**config.mk**
```make
export PLATFORM = sky130hd
export DESIGN_NAME = cpu7_excp
export DESIGN_NICKNAME = d
export VERILOG_FILES = /design/src/rtl/cpu7_excp_pkg.sv /design/src/rtl/cpu7_excp_arb.sv /design/src/rtl/cpu7_excp.sv
export SDC_FILE = /design/constraint.sdc
export NUM_CORES = 1
export LEC_CHECK = 0
export ABC_AREA = 1
export CORE_AREA = 2 2 141 143
export CTS_BUF_LIST = sky130_fd_sc_hd__clkbuf_16
export CTS_CLUSTER_SIZE = 10
export DETAILED_ROUTE_END_ITERATION = 12
export DIE_AREA = 0 0 143 145
export HOLD_SLACK_MARGIN = 0.08
export MAX_ROUTING_LAYER = met4
export PLACE_DENSITY = 0.85
export SETUP_SLACK_MARGIN = 0.2
export SLEW_MARGIN = 25
export SYNTH_ARGS = -nofsm -noshare
export SYNTH_HDL_FRONTEND = slang
export SYNTH_SLANG_ARGS = --single-unit
```
**constraint.sdc**
```tcl
create_clock -name clk -period 8 [get_ports clk]
set_clock_uncertainty 0.1 [all_clocks]
set_input_delay 0.8 -clock clk [delete_from_list [all_inputs] [get_ports clk]]
set_output_delay 0.8 -clock clk [all_outputs]
set_load 0.03 [all_outputs]
```
**src/rtl/cpu7_excp_pkg.sv**
```systemverilog
// Shared constants for the cpu7 machine-mode trap unit: CSR addresses,
// cause codes, mtvec modes and the redirect FSM encoding.
package cpu7_excp_pkg;

    localparam int CODE_W = 5;

    localparam logic [11:0] CSR_MSTATUS = 12'h300;
    localparam logic [11:0] CSR_MIE     = 12'h304;
    localparam logic [11:0] CSR_MEPC    = 12'h341;
    localparam logic [11:0] CSR_MCAUSE  = 12'h342;
    localparam logic [11:0] CSR_MTVAL   = 12'h343;

    localparam logic [CODE_W-1:0] IRQ_MSI_CODE = 5'd3;
    localparam logic [CODE_W-1:0] IRQ_MTI_CODE = 5'd7;
    localparam logic [CODE_W-1:0] IRQ_MEI_CODE = 5'd11;

    localparam logic [CODE_W-1:0] EXC_IADDR_MISALIGN = 5'd0;
    localparam logic [CODE_W-1:0] EXC_IACCESS_FAULT  = 5'd1;
    localparam logic [CODE_W-1:0] EXC_ILLEGAL_INSTR  = 5'd2;
    localparam logic [CODE_W-1:0] EXC_BREAKPOINT     = 5'd3;
    localparam logic [CODE_W-1:0] EXC_LADDR_MISALIGN = 5'd4;
    localparam logic [CODE_W-1:0] EXC_LACCESS_FAULT  = 5'd5;
    localparam logic [CODE_W-1:0] EXC_ECALL_M        = 5'd11;

    localparam logic [1:0] MTVEC_DIRECT   = 2'b00;
    localparam logic [1:0] MTVEC_VECTORED = 2'b01;

    typedef enum logic {
        ST_IDLE     = 1'b0,
        ST_REDIRECT = 1'b1
    } state_t;

endpackage

```
**src/rtl/cpu7_excp_arb.sv**
```systemverilog
// Combinational event arbiter: lowest exception cause first, then
// MEI > MSI > MTI, then mret.
module cpu7_excp_arb
    import cpu7_excp_pkg::*;
#(
    parameter int NEXCP = 16
) (
    input  logic [NEXCP-1:0]  excp_cause_vec,
    input  logic [2:0]        irq_pend,
    input  logic              mret,
    output logic              take,
    output logic              is_irq,
    output logic [CODE_W-1:0] code,
    output logic              is_mret
);

    // Priority selection; irq_pend is ordered {MEI, MTI, MSI}
    always_comb begin
        take    = 1'b0;
        is_irq  = 1'b0;
        code    = '0;
        is_mret = 1'b0;
        if (|excp_cause_vec) begin
            take = 1'b1;
            for (int i = NEXCP - 1; i >= 0; i--) begin
                code = excp_cause_vec[i] ? CODE_W'(i) : code;
            end
        end else if (irq_pend[2]) begin
            take   = 1'b1;
            is_irq = 1'b1;
            code   = IRQ_MEI_CODE;
        end else if (irq_pend[0]) begin
            take   = 1'b1;
            is_irq = 1'b1;
            code   = IRQ_MSI_CODE;
        end else if (irq_pend[1]) begin
            take   = 1'b1;
            is_irq = 1'b1;
            code   = IRQ_MTI_CODE;
        end else if (mret) begin
            take    = 1'b1;
            is_mret = 1'b1;
        end else begin
            take = 1'b0;
        end
    end

endmodule

```
**src/rtl/cpu7_excp.sv**
```systemverilog
// cpu7 machine-mode trap unit: takes commit-stage exceptions, interrupts and
// mret, owns the trap CSRs and holds a fetch redirect until acknowledged.
module cpu7_excp
    import cpu7_excp_pkg::*;
#(
    parameter int XLEN        = 32,
    parameter int NEXCP       = 16,
    parameter bit VECTORED_EN = 1'b1
) (
    input  logic             clk,
    input  logic             reset,
    input  logic             excp_valid,
    input  logic [XLEN-1:0]  excp_pc,
    input  logic [NEXCP-1:0] excp_cause_vec,
    input  logic [XLEN-1:0]  excp_tval,
    input  logic             excp_mret,
    input  logic             irq_msip,
    input  logic             irq_mtip,
    input  logic             irq_meip,
    input  logic             csr_wr_ena,
    input  logic [11:0]      csr_wr_addr,
    input  logic [XLEN-1:0]  csr_wr_data,
    input  logic [XLEN-1:0]  csr_mtvec,
    output logic [XLEN-1:0]  csr_mepc,
    output logic [XLEN-1:0]  csr_mcause,
    output logic [XLEN-1:0]  csr_mtval,
    output logic             csr_mstatus_mie,
    output logic             csr_mstatus_mpie,
    output logic [XLEN-1:0]  csr_mie,
    output logic [XLEN-1:0]  csr_mip,
    output logic             excp_flush_pc_ena,
    output logic [XLEN-1:0]  excp_flush_pc,
    input  logic             excp_flush_ack,
    output logic             excp_busy
);

    localparam logic [XLEN-1:0] ALIGN_MASK = {{(XLEN-2){1'b1}}, 2'b00};

    logic [XLEN-1:0]   mepc_r, mcause_r, mtval_r, flush_pc_r;
    logic              mstatus_mie_r, mstatus_mpie_r, flush_ena_r, busy_r;
    logic [2:0]        mie_r, mip_r;
    state_t            state_r;

    logic [2:0]        irq_pend_s;
    logic              arb_take_s, arb_irq_s, arb_mret_s;
    logic [CODE_W-1:0] arb_code_s;
    logic              event_s, trap_s, mret_s;
    logic [XLEN-1:0]   base_s, target_s, mcause_next_s;

    assign irq_pend_s = mip_r & mie_r & {3{mstatus_mie_r}};

    cpu7_excp_arb #(.NEXCP(NEXCP)) u_arb (
        .excp_cause_vec (excp_cause_vec),
        .irq_pend       (irq_pend_s),
        .mret           (excp_mret),
        .take           (arb_take_s),
        .is_irq         (arb_irq_s),
        .code           (arb_code_s),
        .is_mret        (arb_mret_s)
    );

    // Event qualification, trap cause word and redirect target
    always_comb begin
        event_s                   = (state_r == ST_IDLE) && excp_valid && arb_take_s;
        trap_s                    = event_s && !arb_mret_s;
        mret_s                    = event_s && arb_mret_s;
        mcause_next_s             = '0;
        mcause_next_s[XLEN-1]     = arb_irq_s;
        mcause_next_s[CODE_W-1:0] = arb_code_s;
        base_s                    = csr_mtvec & ALIGN_MASK;
        if (arb_mret_s) begin
            target_s = mepc_r;
        end else if (VECTORED_EN && arb_irq_s && (csr_mtvec[1:0] == MTVEC_VECTORED)) begin
            target_s = base_s + XLEN'({arb_code_s, 2'b00});
        end else begin
            target_s = base_s;
        end
    end

    // Trap CSRs; trap/mret updates are placed last so they override a same-cycle write
    always_ff @(posedge clk or negedge reset) begin
        if (!reset) begin
            mepc_r         <= '0;
            mcause_r       <= '0;
            mtval_r        <= '0;
            mstatus_mie_r  <= 1'b0;
            mstatus_mpie_r <= 1'b0;
            mie_r          <= 3'b000;
            mip_r          <= 3'b000;
        end else begin
            mip_r <= {irq_meip, irq_mtip, irq_msip};
            if (csr_wr_ena) begin
                case (csr_wr_addr)
                    CSR_MSTATUS: begin
                        mstatus_mie_r  <= csr_wr_data[3];
                        mstatus_mpie_r <= csr_wr_data[7];
                    end
                    CSR_MIE:    mie_r    <= {csr_wr_data[11], csr_wr_data[7], csr_wr_data[3]};
                    CSR_MEPC:   mepc_r   <= csr_wr_data & ALIGN_MASK;
                    CSR_MCAUSE: mcause_r <= csr_wr_data;
                    CSR_MTVAL:  mtval_r  <= csr_wr_data;
                    default: begin
                    end
                endcase
            end
            if (trap_s) begin
                mepc_r         <= excp_pc & ALIGN_MASK;
                mcause_r       <= mcause_next_s;
                mtval_r        <= arb_irq_s ? '0 : excp_tval;
                mstatus_mpie_r <= mstatus_mie_r;
                mstatus_mie_r  <= 1'b0;
            end else if (mret_s) begin
                mstatus_mie_r  <= mstatus_mpie_r;
                mstatus_mpie_r <= 1'b1;
            end
        end
    end

    // Redirect FSM: request is held until the fetch unit acknowledges it
    always_ff @(posedge clk or negedge reset) begin
        if (!reset) begin
            state_r     <= ST_IDLE;
            flush_ena_r <= 1'b0;
            flush_pc_r  <= '0;
            busy_r      <= 1'b0;
        end else begin
            case (state_r)
                ST_IDLE: begin
                    if (event_s) begin
                        state_r     <= ST_REDIRECT;
                        flush_ena_r <= 1'b1;
                        flush_pc_r  <= target_s;
                        busy_r      <= 1'b1;
                    end
                end
                ST_REDIRECT: begin
                    if (excp_flush_ack) begin
                        state_r     <= ST_IDLE;
                        flush_ena_r <= 1'b0;
                        busy_r      <= 1'b0;
                    end
                end
                default: begin
                    state_r     <= ST_IDLE;
                    flush_ena_r <= 1'b0;
                    busy_r      <= 1'b0;
                end
            endcase
        end
    end

    // Expand the three implemented interrupt bits onto their CSR positions
    always_comb begin
        csr_mie     = '0;
        csr_mip     = '0;
        csr_mie[11] = mie_r[2];
        csr_mie[7]  = mie_r[1];
        csr_mie[3]  = mie_r[0];
        csr_mip[11] = mip_r[2];
        csr_mip[7]  = mip_r[1];
        csr_mip[3]  = mip_r[0];
    end

    assign csr_mepc          = mepc_r;
    assign csr_mcause        = mcause_r;
    assign csr_mtval         = mtval_r;
    assign csr_mstatus_mie   = mstatus_mie_r;
    assign csr_mstatus_mpie  = mstatus_mpie_r;
    assign excp_flush_pc_ena = flush_ena_r;
    assign excp_flush_pc     = flush_pc_r;
    assign excp_busy         = busy_r;

endmodule

```
==> metrics <==
status=complete, no violations; Yosys cell types=47; Iter 0 DRT Violations=534; Clock Tree Buf Depth=2; fill count=1,682; crit-path max FO=34; Cells after Synth=980; post-cts hold buffer count=0; share of cells above drive strength 1=9.37%; Initial Util=41.5%; Syn Std Cell Area=7980 um2; Num CTS Buffers=17; Hold Path Class=in -> async; mean area per synthesized cell=8.14 um2; fin crit share=51.6%; register area share after synthesis=42.0%; most frequent cells in the layout=295 x clkdlybuf4s50_1, 287 x nand2_1, 134 x dfrtp_1; final HPWL from detailed placement=20,700 um; Max Clock Freq=0.242 GHz; DRT Pass-1 Iters=6; synthesis warning total=0; crit path capture type=flop; pin count of the biggest net entering global routing=77; worst reg-to-reg path cell count=16; final-stage net count=1,427; post_cts resized=0; reg2reg setup slack=4.63 ns; final hold viol count=0; top_reg_cell synth=dfrtp_1; Via-to-Cell Ratio=5.05; total wire length=27,400 um; CTS clock-pin slew for the worst setup and hold paths=0.06 ns; vias in the first global route=7,745; Core Region=19,200 um2; # diodes=0; FP Rows=51; worst r2r src=csr_mstatus_mie$_DFFE_PN0P_; # IOs=361; first-pass GRT wire length=43,000 um; commonest non-fill, non-tap cell in the layout=clkdlybuf4s50_1; worst vdd ir=0.000189 V; average wire per cell in the routed design=17.8 um; Max-slew headroom=43.8%; I/O Buffers=296; startpoint types=input port; htree depth=4; via count=7,750; Reg area=3350 um2; Final Wtd Congestion=0.910; clock latency on the worst-skew pair=0.42 ns; Pleak=0.00512 uW; Final min period=4.13 ns; Multi-input gate area=3810 um2; max-cap viol count=0; antenna violations before repair=0; clock root buffer=clkbuf_16; gr ovfl total=0; Die X=143 um; area grow syn2layout=43.1%; Setup Viol. Count Final=0; P per Cell Area=279 nW/um2; Worst-Margin Slew=0.841 ns; Remaining DRCs=0; Die Ht=145 um; critical setup path kind=in -> reg; setup_tns=0 ns; CTS sink cnt=134; Final Max Slew Viols=0; WP data required=8.26 ns; RSZ-0062 raised after global routing=false; setup repair bufs after CTS=0; EDFF count, synth=0; reg-to-reg endpoint=excp_flush_pc[12]$_DFFE_PN0P_; CTS tree=done; ys async rst share=100%; Yosys reg bits=134; Min Hold Slack=0.233 ns; antenna-violating nets left=0; gr usage total=27.8%; die area=20,700 um2; Worst EP arrival=4.39 ns
-- layout make-up --
class,count,area share [%]
multi-input cells,723,33.4
repair buffers,301,26.3
inverters,80,2.65
clock buffers,17,3.73
flip-flops and latches,134,29.4
well taps,265,2.90
clock inverters,15,1.68
-- stage by stage --
step	instance area (um2)	setup WS, ns	cells	utilization [%]	total power, uW
floorplan	8210	4.75	1041	-	1770
global placement	10800	3.34	1503	56.2	2340
detailed placement	10800	3.30	1503	56.2	2360
CTS	11400	3.74	1535	59.4	3200
global route	11400	3.61	1535	59.5	3330
finish	11400	3.87	1535	59.5	3190
-- registers in the layout (all words and copies together), names as in the netlist --
signal,flops
excp_busy,1
csr_mstatus_mie,1
excp_flush_pc,30
csr_mcause,32
csr_mstatus_mpie,1
csr_mtval,32
state_r,1
csr_mepc,30
mie_r,3
mip_r,3
-- logic make-up after synthesis --
kind of cell / count (synthesis) / synth area share [%]
AND/OR/NAND/NOR: 465 / 25.8
buffers and inverters: 184 / 13.1
AO/OA/AOI/OAI: 160 / 14.6
flip-flops: 134 / 42.0
XOR/XNOR: 27 / 2.96
adder cells (fa/ha/maj): 5 / 0.878
multiplexers: 4 / 0.549
other: 1 / 0.0470
-- critical path: stages --
cell and delay, ns:
clkdlybuf4s50_1 0.43, nor2_2 0.13, nand3_1 0.11, nor2_2 0.18, nand2_4 0.26, nor2_4 0.21
inv_1 0.12, nand2_1 0.14, ha_1 0.27, inv_1 0.08, fa_1 0.44, inv_1 0.14
a31oi_2 0.22, nor2_2 0.22, nand2_2 0.09, nor2_2 0.10, xor2_1 0.27, a21o_1 0.16
-- power breakdown --
part	internal (uW)	total, uW	switching [uW]
Clock	498	827	329
Sequential	865	1010	145
Combinational	530	1350	820
-- synthesized netlist by cell type, types with 16 or more instances --
library cell  instances  area, um2
nor2_1               48        180
nand2_1             287       1080
buf_4                72        541
o211ai_2             20        250
nand4_1              17        106
dfrtp_1             134       3350
o211ai_1             56        420
clkbuf_1             16       60.1
o21ai_1              35        175
nand3_1              57        285
inv_1                69        259
xor2_1               16        140
nand2_2              26        163
-- routing by layer --
layer	up-vias	GRT usage (%)	wire length (um)	share of wire (%)
met5	-	-	0	0
met4	0	11.2	973	3.6
met3	72	5.91	2180	8.0
met2	360	42.8	12800	47
met1	3642	35.8	11400	42
li1	3676	-	-	-
-- worst max path at each step --
stage,endpoint,start,cells past startpoint
after floorplan,excp_flush_pc[26]$_DFFE_PN0P_,excp_cause_vec[14],27
after global placement,csr_mcause[0]$_DFFE_PN0P_,excp_valid,11
after detailed placement,csr_mcause[0]$_DFFE_PN0P_,excp_valid,12
after CTS,csr_mcause[0]$_DFFE_PN0P_,excp_valid,12
after global routing,excp_flush_pc[12]$_DFFE_PN0P_,excp_cause_vec[15],18
final,excp_flush_pc[12]$_DFFE_PN0P_,excp_cause_vec[3],18
No activity file was read; power rests on OpenSTA's default activity.
